`src/rtl/bs_axi_packer_if.sv`:
```
// Byte-stream in / AXI write-word out bundle for bs_axi_packer.
//
// Handshake rules:
//   bs_val_i/bs_dat_i : one byte per cycle when bs_val_i=1. There is no ready,
//                       so the producer is never stalled.
//   wr_val_o/wr_rdy_i : a word transfers on every rising clk edge where both
//                       are 1. While wr_val_o=1 and wr_rdy_i=0, wr_dat_o and
//                       wr_be_o stay stable. wr_val_o never depends on wr_rdy_i.
interface bs_axi_packer_if #(
  parameter int AXI_DW = 512
) ();
  localparam int NB = AXI_DW / 8;

  logic              bs_val_i;
  logic [7:0]        bs_dat_i;
  logic              wr_val_o;
  logic [AXI_DW-1:0] wr_dat_o;
  logic [NB-1:0]     wr_be_o;
  logic              wr_rdy_i;

  // The packer side.
  modport master (
    input  bs_val_i, bs_dat_i, wr_rdy_i,
    output wr_val_o, wr_dat_o, wr_be_o
  );

  // The environment side: byte source plus write sink.
  modport slave (
    output bs_val_i, bs_dat_i, wr_rdy_i,
    input  wr_val_o, wr_dat_o, wr_be_o
  );
endinterface

```
`src/rtl/bs_axi_packer.sv`:
```
// Packs the reversed byte stream into AXI_DW-wide words with byte enables.
// Finished words pass through a 2-entry queue so that short write stalls do
// not lose data. A flush emits any partial word and waits for the queue to
// drain before it pulses done_o.
module bs_axi_packer #(
  parameter int AXI_DW = 512,
  parameter int CNT_W  = 32
) (
  input  logic                 clk,
  input  logic                 rstn,
  input  logic                 sys_start_i,
  input  logic                 flush_i,
  bs_axi_packer_if.master      bus,
  output logic [CNT_W-1:0]     byte_cnt_o,
  output logic                 ovf_o,
  output logic                 done_o,
  output logic [1:0]           state_o
);
  localparam int NB    = AXI_DW / 8;
  localparam int IDX_W = (NB > 1) ? $clog2(NB) : 1;

  typedef enum logic [1:0] {
    IDLE  = 2'd0,
    FILL  = 2'd1,
    DRAIN = 2'd2
  } state_t;

  state_t            state, state_nxt;
  logic [IDX_W-1:0]  idx;
  logic [AXI_DW-1:0] fill_dat;
  logic [NB-1:0]     fill_be;
  logic [AXI_DW-1:0] new_dat;
  logic [NB-1:0]     new_be;

  logic [AXI_DW-1:0] q_dat [2];
  logic [NB-1:0]     q_be  [2];
  logic [1:0]        q_cnt;
  logic              rd_ptr, wr_ptr;

  logic byte_in, word_full, flush_push, push, pop;
  logic q_empty, q_full, q_wr_en, drop, drain_done;

  assign byte_in    = (state == FILL) && bus.bs_val_i;
  assign word_full  = byte_in && (idx == IDX_W'(NB - 1));
  // A partial word goes out only if it holds at least one byte and the same
  // byte did not already complete a full word.
  assign flush_push = (state == FILL) && flush_i && !word_full &&
                      (byte_in || (idx != '0));
  assign push       = word_full || flush_push;
  assign q_empty    = (q_cnt == 2'd0);
  assign q_full     = (q_cnt == 2'd2);
  assign pop        = !q_empty && bus.wr_rdy_i;
  assign q_wr_en    = push && (!q_full || pop);
  assign drop       = push && q_full && !pop;
  assign drain_done = (state == DRAIN) && (q_empty || ((q_cnt == 2'd1) && pop));

  assign done_o       = drain_done;
  assign state_o      = state;
  assign bus.wr_val_o = !q_empty;
  assign bus.wr_dat_o = q_dat[rd_ptr];
  assign bus.wr_be_o  = q_be[rd_ptr];

  // Working word with the incoming byte merged into lane idx.
  always_comb begin
    new_dat = fill_dat;
    new_be  = fill_be;
    for (int i = 0; i < NB; i++) begin
      if (byte_in && (idx == i[IDX_W-1:0])) begin
        new_dat[8*i +: 8] = bus.bs_dat_i;
        new_be[i]         = 1'b1;
      end
    end
  end

  // Next-state logic.
  always_comb begin
    state_nxt = state;
    unique case (state)
      IDLE:    if (sys_start_i) state_nxt = FILL;
      FILL:    if (flush_i)     state_nxt = DRAIN;
      DRAIN:   if (drain_done)  state_nxt = IDLE;
      default: state_nxt = IDLE;
    endcase
  end

  // State register.
  always_ff @(posedge clk or negedge rstn) begin
    if (!rstn) state <= IDLE;
    else       state <= state_nxt;
  end

  // Fill register, lane index, byte counter and sticky overflow flag.
  always_ff @(posedge clk or negedge rstn) begin
    if (!rstn) begin
      idx        <= '0;
      fill_dat   <= '0;
      fill_be    <= '0;
      byte_cnt_o <= '0;
      ovf_o      <= 1'b0;
    end else if ((state == IDLE) && sys_start_i) begin
      idx        <= '0;
      fill_dat   <= '0;
      fill_be    <= '0;
      byte_cnt_o <= '0;
      ovf_o      <= 1'b0;
    end else if (state == FILL) begin
      if (byte_in) byte_cnt_o <= byte_cnt_o + CNT_W'(1);
      if (word_full || flush_i) begin
        idx      <= '0;
        fill_dat <= '0;
        fill_be  <= '0;
      end else if (byte_in) begin
        idx      <= idx + IDX_W'(1);
        fill_dat <= new_dat;
        fill_be  <= new_be;
      end
      if (drop) ovf_o <= 1'b1;
    end
  end

  // Two-entry word queue; a push into a full queue succeeds when a pop
  // frees the head slot in the same cycle.
  always_ff @(posedge clk or negedge rstn) begin
    if (!rstn) begin
      for (int i = 0; i < 2; i++) begin
        q_dat[i] <= '0;
        q_be[i]  <= '0;
      end
      q_cnt  <= 2'd0;
      rd_ptr <= 1'b0;
      wr_ptr <= 1'b0;
    end else begin
      if (q_wr_en) begin
        q_dat[wr_ptr] <= new_dat;
        q_be[wr_ptr]  <= new_be;
        wr_ptr        <= ~wr_ptr;
      end
      if (pop) rd_ptr <= ~rd_ptr;
      case ({q_wr_en, pop})
        2'b10:   q_cnt <= q_cnt + 2'd1;
        2'b01:   q_cnt <= q_cnt - 2'd1;
        default: q_cnt <= q_cnt;
      endcase
    end
  end
endmodule

```
`src/flat_wrapper.sv`:
```
// flat-port wrapper written by rule: the top's interface ports become plain ports
module bs_axi_packer_flat 
#(
  parameter int AXI_DW = 512,
  parameter int CNT_W  = 32
)
  (clk, rstn, sys_start_i, flush_i, byte_cnt_o, ovf_o, done_o, state_o, bus_bs_val_i, bus_bs_dat_i, bus_wr_rdy_i, bus_wr_val_o, bus_wr_dat_o, bus_wr_be_o);
  bs_axi_packer_if #(.AXI_DW(AXI_DW)) bus_i ();
  input  logic clk;
  input  logic rstn;
  input  logic sys_start_i;
  input  logic flush_i;
  output logic [CNT_W-1:0] byte_cnt_o;
  output logic ovf_o;
  output logic done_o;
  output logic [1:0] state_o;
  input wire logic [$bits(bus_i.bs_val_i)-1:0] bus_bs_val_i;
  input wire logic [$bits(bus_i.bs_dat_i)-1:0] bus_bs_dat_i;
  input wire logic [$bits(bus_i.wr_rdy_i)-1:0] bus_wr_rdy_i;
  output wire logic [$bits(bus_i.wr_val_o)-1:0] bus_wr_val_o;
  output wire logic [$bits(bus_i.wr_dat_o)-1:0] bus_wr_dat_o;
  output wire logic [$bits(bus_i.wr_be_o)-1:0] bus_wr_be_o;
  assign bus_i.bs_val_i = bus_bs_val_i;
  assign bus_i.bs_dat_i = bus_bs_dat_i;
  assign bus_i.wr_rdy_i = bus_wr_rdy_i;
  assign bus_wr_val_o = bus_i.wr_val_o;
  assign bus_wr_dat_o = bus_i.wr_dat_o;
  assign bus_wr_be_o = bus_i.wr_be_o;
  bs_axi_packer #(.AXI_DW(AXI_DW), .CNT_W(CNT_W)) u_core (.clk(clk), .rstn(rstn), .sys_start_i(sys_start_i), .flush_i(flush_i), .bus(bus_i), .byte_cnt_o(byte_cnt_o), .ovf_o(ovf_o), .done_o(done_o), .state_o(state_o));
endmodule
```
`config.mk`:
```
export PLATFORM = sky130hd
export DESIGN_NAME = bs_axi_packer_flat
export DESIGN_NICKNAME = d
export VERILOG_FILES = /design/src/rtl/bs_axi_packer_if.sv /design/src/rtl/bs_axi_packer.sv /design/src/flat_wrapper.sv
export SDC_FILE = /design/constraint.sdc
export NUM_CORES = 2
export LEC_CHECK = 0
export ABC_CLOCK_PERIOD_IN_PS = 2100
export CAP_MARGIN = 15
export CORE_MARGIN = 2
export CORE_UTILIZATION = 30
export CTS_CLUSTER_DIAMETER = 50
export DETAILED_ROUTE_END_ITERATION = 6
export PLACE_DENSITY_LB_ADDON = 0.12
export SYNTH_ARGS = -nofsm -noshare
export SYNTH_HDL_FRONTEND = slang
export SYNTH_SLANG_ARGS = --single-unit
```
`constraint.sdc`:
```
create_clock -name clk -period 2.1 [get_ports clk]
set_input_delay 0.42 -clock clk [delete_from_list [all_inputs] [get_ports clk]]
set_output_delay 0.42 -clock clk [all_outputs]
set_load 0.05 [all_outputs]
```
# == Yosys cells after proc, flatten, opt, wreduce, memory -nomap -nowiden ==
# Cells that the tools add are included.
# totals
input_bits,14
reg_bits,1773
wordCells,357
# classes
n_mux,163
magnitude_cmp,3
n_reduce_logical,98
n_eq_ne,72
add_sub_neg,4
bitwise_logic,4
# ops
operator,n
$mux 512,8
$bwmux 1024,1
$demux 512 s1,1
$mux 64,8
$mux 8,64
$eq 6x6->1 const B,32
$bwmux 128,1
$eq 6x5->1 const B,16
$mux 32,3
$logic_and 1x1->1,76
$mux 1,67
$demux 64 s1,1
$eq 6x4->1 const B,8
$add 32x1->32 const B,1
$eq 6x3->1 const B,4
$mux 6,4
$eq 6x2->1 const B,2
$reduce_bool 2->1,4
$add 6x1->6 const B,1
$eq 2x1->1 const B,3
$eq 2x2->1 const B,3
$eq 6x1->1 const B,1
$logic_not 6->1,1
$mux 2,3
16 further kinds,31

# == Depth between registers and ports, before layout ==
# depth
depth_word,12
depth_mapped,9
mapped_depth_nobuf,8

# == Worst setup path before layout ==
# Ideal clock, no wire load.
# synth_path
path_kind,register to output
from,reg u_core.rd_ptr
to,out bus_wr_dat_o[63]
required_time_ns,1.680
slack_ns,-0.602
arrival_time_ns,2.282
stages_incl_launch_ff,6
path_buffers,4
path_cell_list,dfrtp_1 > clkbuf_1 > clkbuf_1 > buf_1 > clkbuf_1 > o21ai_0
# synth_via
elab_chain_cells,4
# synth_rtl
item,line_no,rtl
"start, declared",bs_axi_packer.sv:38,"logic rd_ptr, wr_ptr;"
"start signal, assigned",bs_axi_packer.sv:138,if (pop) rd_ptr <= ~rd_ptr;
$not 1->2 (not written as such),bs_axi_packer.sv:60,assign bus.wr_dat_o = q_dat[rd_ptr];
$mux 512 (not written as such) (3 in a row),bs_axi_packer.sv:60,
"end, declared",flat_wrapper.sv:21,output wire logic [$bits(bus_i.wr_dat_o)-1:0] bus_wr_dat_o;
# Every way passes these cells. The select of a mux whose other input is x is not followed.

# == Final worst setup path ==
# layout_path
from,reg u_core.rd_ptr
to,out bus_wr_dat_o[433]
# The elaborated chain is that of the path after synthesis.

==> results.txt <==
Met1 usage: 29.9%
Area Overhead vs Synth: 47.2%
Clock Tree Buf Depth: 4
Hold Vio Cnt, Final: 0
Placed Area: 106000 um^2
Global Route met3 Usage: 2.76%
Simple-gate share of the synthesized area: 4.93%
Rel. slew slack: 39.1%
Synth Area per Inst: 11.7 um^2
Pint: 106 mW
DR pass1 iterations: 5
Failing checks: negative setup slack
Post-synth EDFFs: 0
Crit path time final: 3.02 ns
Worst ir drop on vdd: 1.27 mV
Die area: 274000 um^2
Synth warnings: 0
CP arrival: 2.60 ns
Number of global-route vias before repair: 60300
CTS sink cnt: 1773
Final setup fails: 2330
NumNets Final: 8288
Fin Setup TNS: -897.10 ns
Post-DRT Antenna Nets: 0
Sequential power share: 25.4%
FP Rows: 190
Final Total Pwr: 173 mW
Post-Synth Adder-Cell Area: 0.139%
Most frequent cells in the layout: 1754 x dfrtp_1, 1302 x mux2i_1, 877 x inv_1
Critical path launch point type: flop
Largest family of logic cells by synthesized area: multiplexers
Post-synthesis mux area share: 23.2%
Clk Tree Root Cell: clkbuf_16
Post-synthesis compound-gate area fraction: 9.65%
Clock transition at path regs: 0.05 ns
Seq cells post-synth: 1773
Post-Syn Area: 80900 um^2
# IOs: 627
Clk Latency, worst-skew pair: 0.91 ns
Starting DRT DRC Count: 3596
TritonCTS clock tree: yes
Post-synth top flop: dfrtp_1
GRT overflow: 0
Vias post-DR: 57700
DRT Wirelength: 286000 um
Fmax: 331 MHz
Comb pwr share: 47.4%
Drt wl/cell: 23.8 um
Slew Limit Fails: 0
Largest fanout on the critical path: 10
End of the worst register-to-register path: u_core.q_dat[367]$_DFFE_PN0P_
Core Util, Final: 44.4%
Crit. End Element: primary output
Register area share after synthesis: 54.8%
Share of layout cells above drive strength 1: 36.6%
MaxCap Viol Count: 0
Clk pwr share: 27.2%
DRC violations left: 0
Reg2reg start: u_core.idx[1]$_DFFE_PN0P_
Pin count of the biggest net entering global routing: 112
H-tree depth: 5
Max Clock Skew: 0.0559 ns
Req. time, crit path: 1.68 ns
Hold/Removal Path Class: in2async
GRT Util Overall: 20.5%
Commonest non-fill, non-tap cell in the layout: dfrtp_1
Finished Cell Area: 119000 um^2
Switching Fraction: 38.7%
Xor/xnor share of the synthesized area: 0.173%
Net Switching: 67.0 mW
Detailed Place HPWL: 198000 um
Synth async-reset ratio: 100%
Outcome: finished, violations left
Reg2Reg Depth: 11
Die Y: 523 um
Routability cong.: 0.800
FF-to-FF setup slack: -0.61 ns
Crit share post-route: 144%
Input/output buffers: 626
Gate Count Post-Synth: 6900
Worst Max-Slew Pin Slew: 0.906 ns
Met2 usage in global routing: 32.0%
First-pass GRT wire length: 420000 um
RSZ-0062 raised after global routing: true
Pwr/cell area: 1450 nW/um^2
Starting density of the core: 30.2%
Net count after synthesis: 6923
Final setup margin: -0.917 ns
Number of buffers created by CTS: 276
CP Class: reg2out
Core area: 268000 um^2
DIE WIDTH: 523 um
Via/cell ratio: 4.80
Initial antenna violation count: 10
Synth unique cells: 55
Total leakage power: 54.2 nW
GRT busiest layer: met2
cells in the mapped netlist (42+ instances only):
cell      number  area (um^2)
a21o_1        76          571
a22o_1       504         4410
buf_2        101          505
buf_4        118          886
clkbuf_1     257          965
dfrtp_1     1773        44400
inv_1        877         3290
mux2_2       482         5430
mux2i_1     1302        13000
nand2_1      464         1740
nand2b_1      42          263
nand3_1       52          260
o21ai_0      447         2240
critical path: stages, from the launching register on:
cell and delay [ns]:
dfrtp_4 0.50, buf_12 0.16, buf_12 0.16, buf_12 0.20
clkbuf_16 0.20, o21ai_4 0.23, buf_12 0.17
power by group through the flow:
stage | Sequential [mW] | Clock, mW | Combinational, mW
finish | 44.0 | 47.1 | 82.2
global route | 44.7 | 49.7 | 86.4
CTS | 43.9 | 48.2 | 80.1
detailed placement | 44.5 | 0 | 73.8
global placement | 44.3 | 0 | 73.3
floorplan | 43.9 | 0 | 38.3
kinds of logic (layout without fill, tap and decap cells):
logic type      count (synthesis)  in the layout
fa+ha+maj                       9              9
buf+inv                      1366           2925
mux                          1814           1814
compound gates               1120           1120
other cells                     0              4
xor+xnor                       16             16
flops                        1773           1773
simple gates                  802            802
per-stage QoR:
| stage | worst slack, ns | hold WS, ns | instances |
|---|---|---|---|
| CTS | -0.965 | 0.00930 | 12000 |
| floorplan | -0.486 | 0.124 | 6900 |
| detailed placement | -0.794 | 0.316 | 11500 |
| global route | -0.968 | 0.0411 | 12000 |
| global placement | -0.766 | 0.318 | 11500 |
| finish | -0.917 | 0.0622 | 12000 |
layer usage:
layer	vias to the layer above	wire length, um	part of all wire [%]
met4	0	6020	2.1
li1	26400	-	-
met5	-	0	0
met3	319	10100	3.5
met2	1142	132000	46
met1	29800	138000	48
registers in the layout (all words and copies together) (netlist names):
signal and cells:
u_core.q_dat 1024, u_core.fill_dat 512, u_core.q_be 128, u_core.fill_be 64
u_core.byte_cnt_o 32, u_core.idx 6, u_core.q_cnt 2, u_core.state_o 2
u_core.ovf_o 1, u_core.rd_ptr 1, u_core.wr_ptr 1
repair_timing:
action / 4_1_cts / 5_1_grt
gates cloned: 22 / 25
endpoints found under the setup margin: 2326 / 2352
buffers inserted: 19 / 5
resized for setup: 310 / 184
endpoints found under the hold margin: 1108 / 0
pin swaps: 79 / 92
hold buffers: 6 / 0
final cells by class:
type	instances	area, um^2
clock inverter	121	1770
multi-input combinational	3761	35700
timing repair buffer	1576	21900
sequential	1773	44400
antenna	4	10.0
inverter	877	3290
tap	3552	4440
clock buffer	351	7590
fill	24400	149000
worst max-delay path by stage:
stage | startpoint | to | depth (start not counted)
after floorplan | u_core.rd_ptr$_DFFE_PN0P_ | bus_wr_dat_o[60] | 5
after global placement | bus_bs_val_i | u_core.fill_dat[331]$_DFFE_PN0P_ | 8
after detailed placement | bus_bs_val_i | u_core.q_dat[328]$_DFFE_PN0P_ | 8
after CTS | u_core.rd_ptr$_DFFE_PN0P_ | bus_wr_be_o[20] | 6
after global routing | u_core.rd_ptr$_DFFE_PN0P_ | bus_wr_dat_o[267] | 7
final | u_core.rd_ptr$_DFFE_PN0P_ | bus_wr_dat_o[433] | 6
Power figures use the tool's default switching activity.
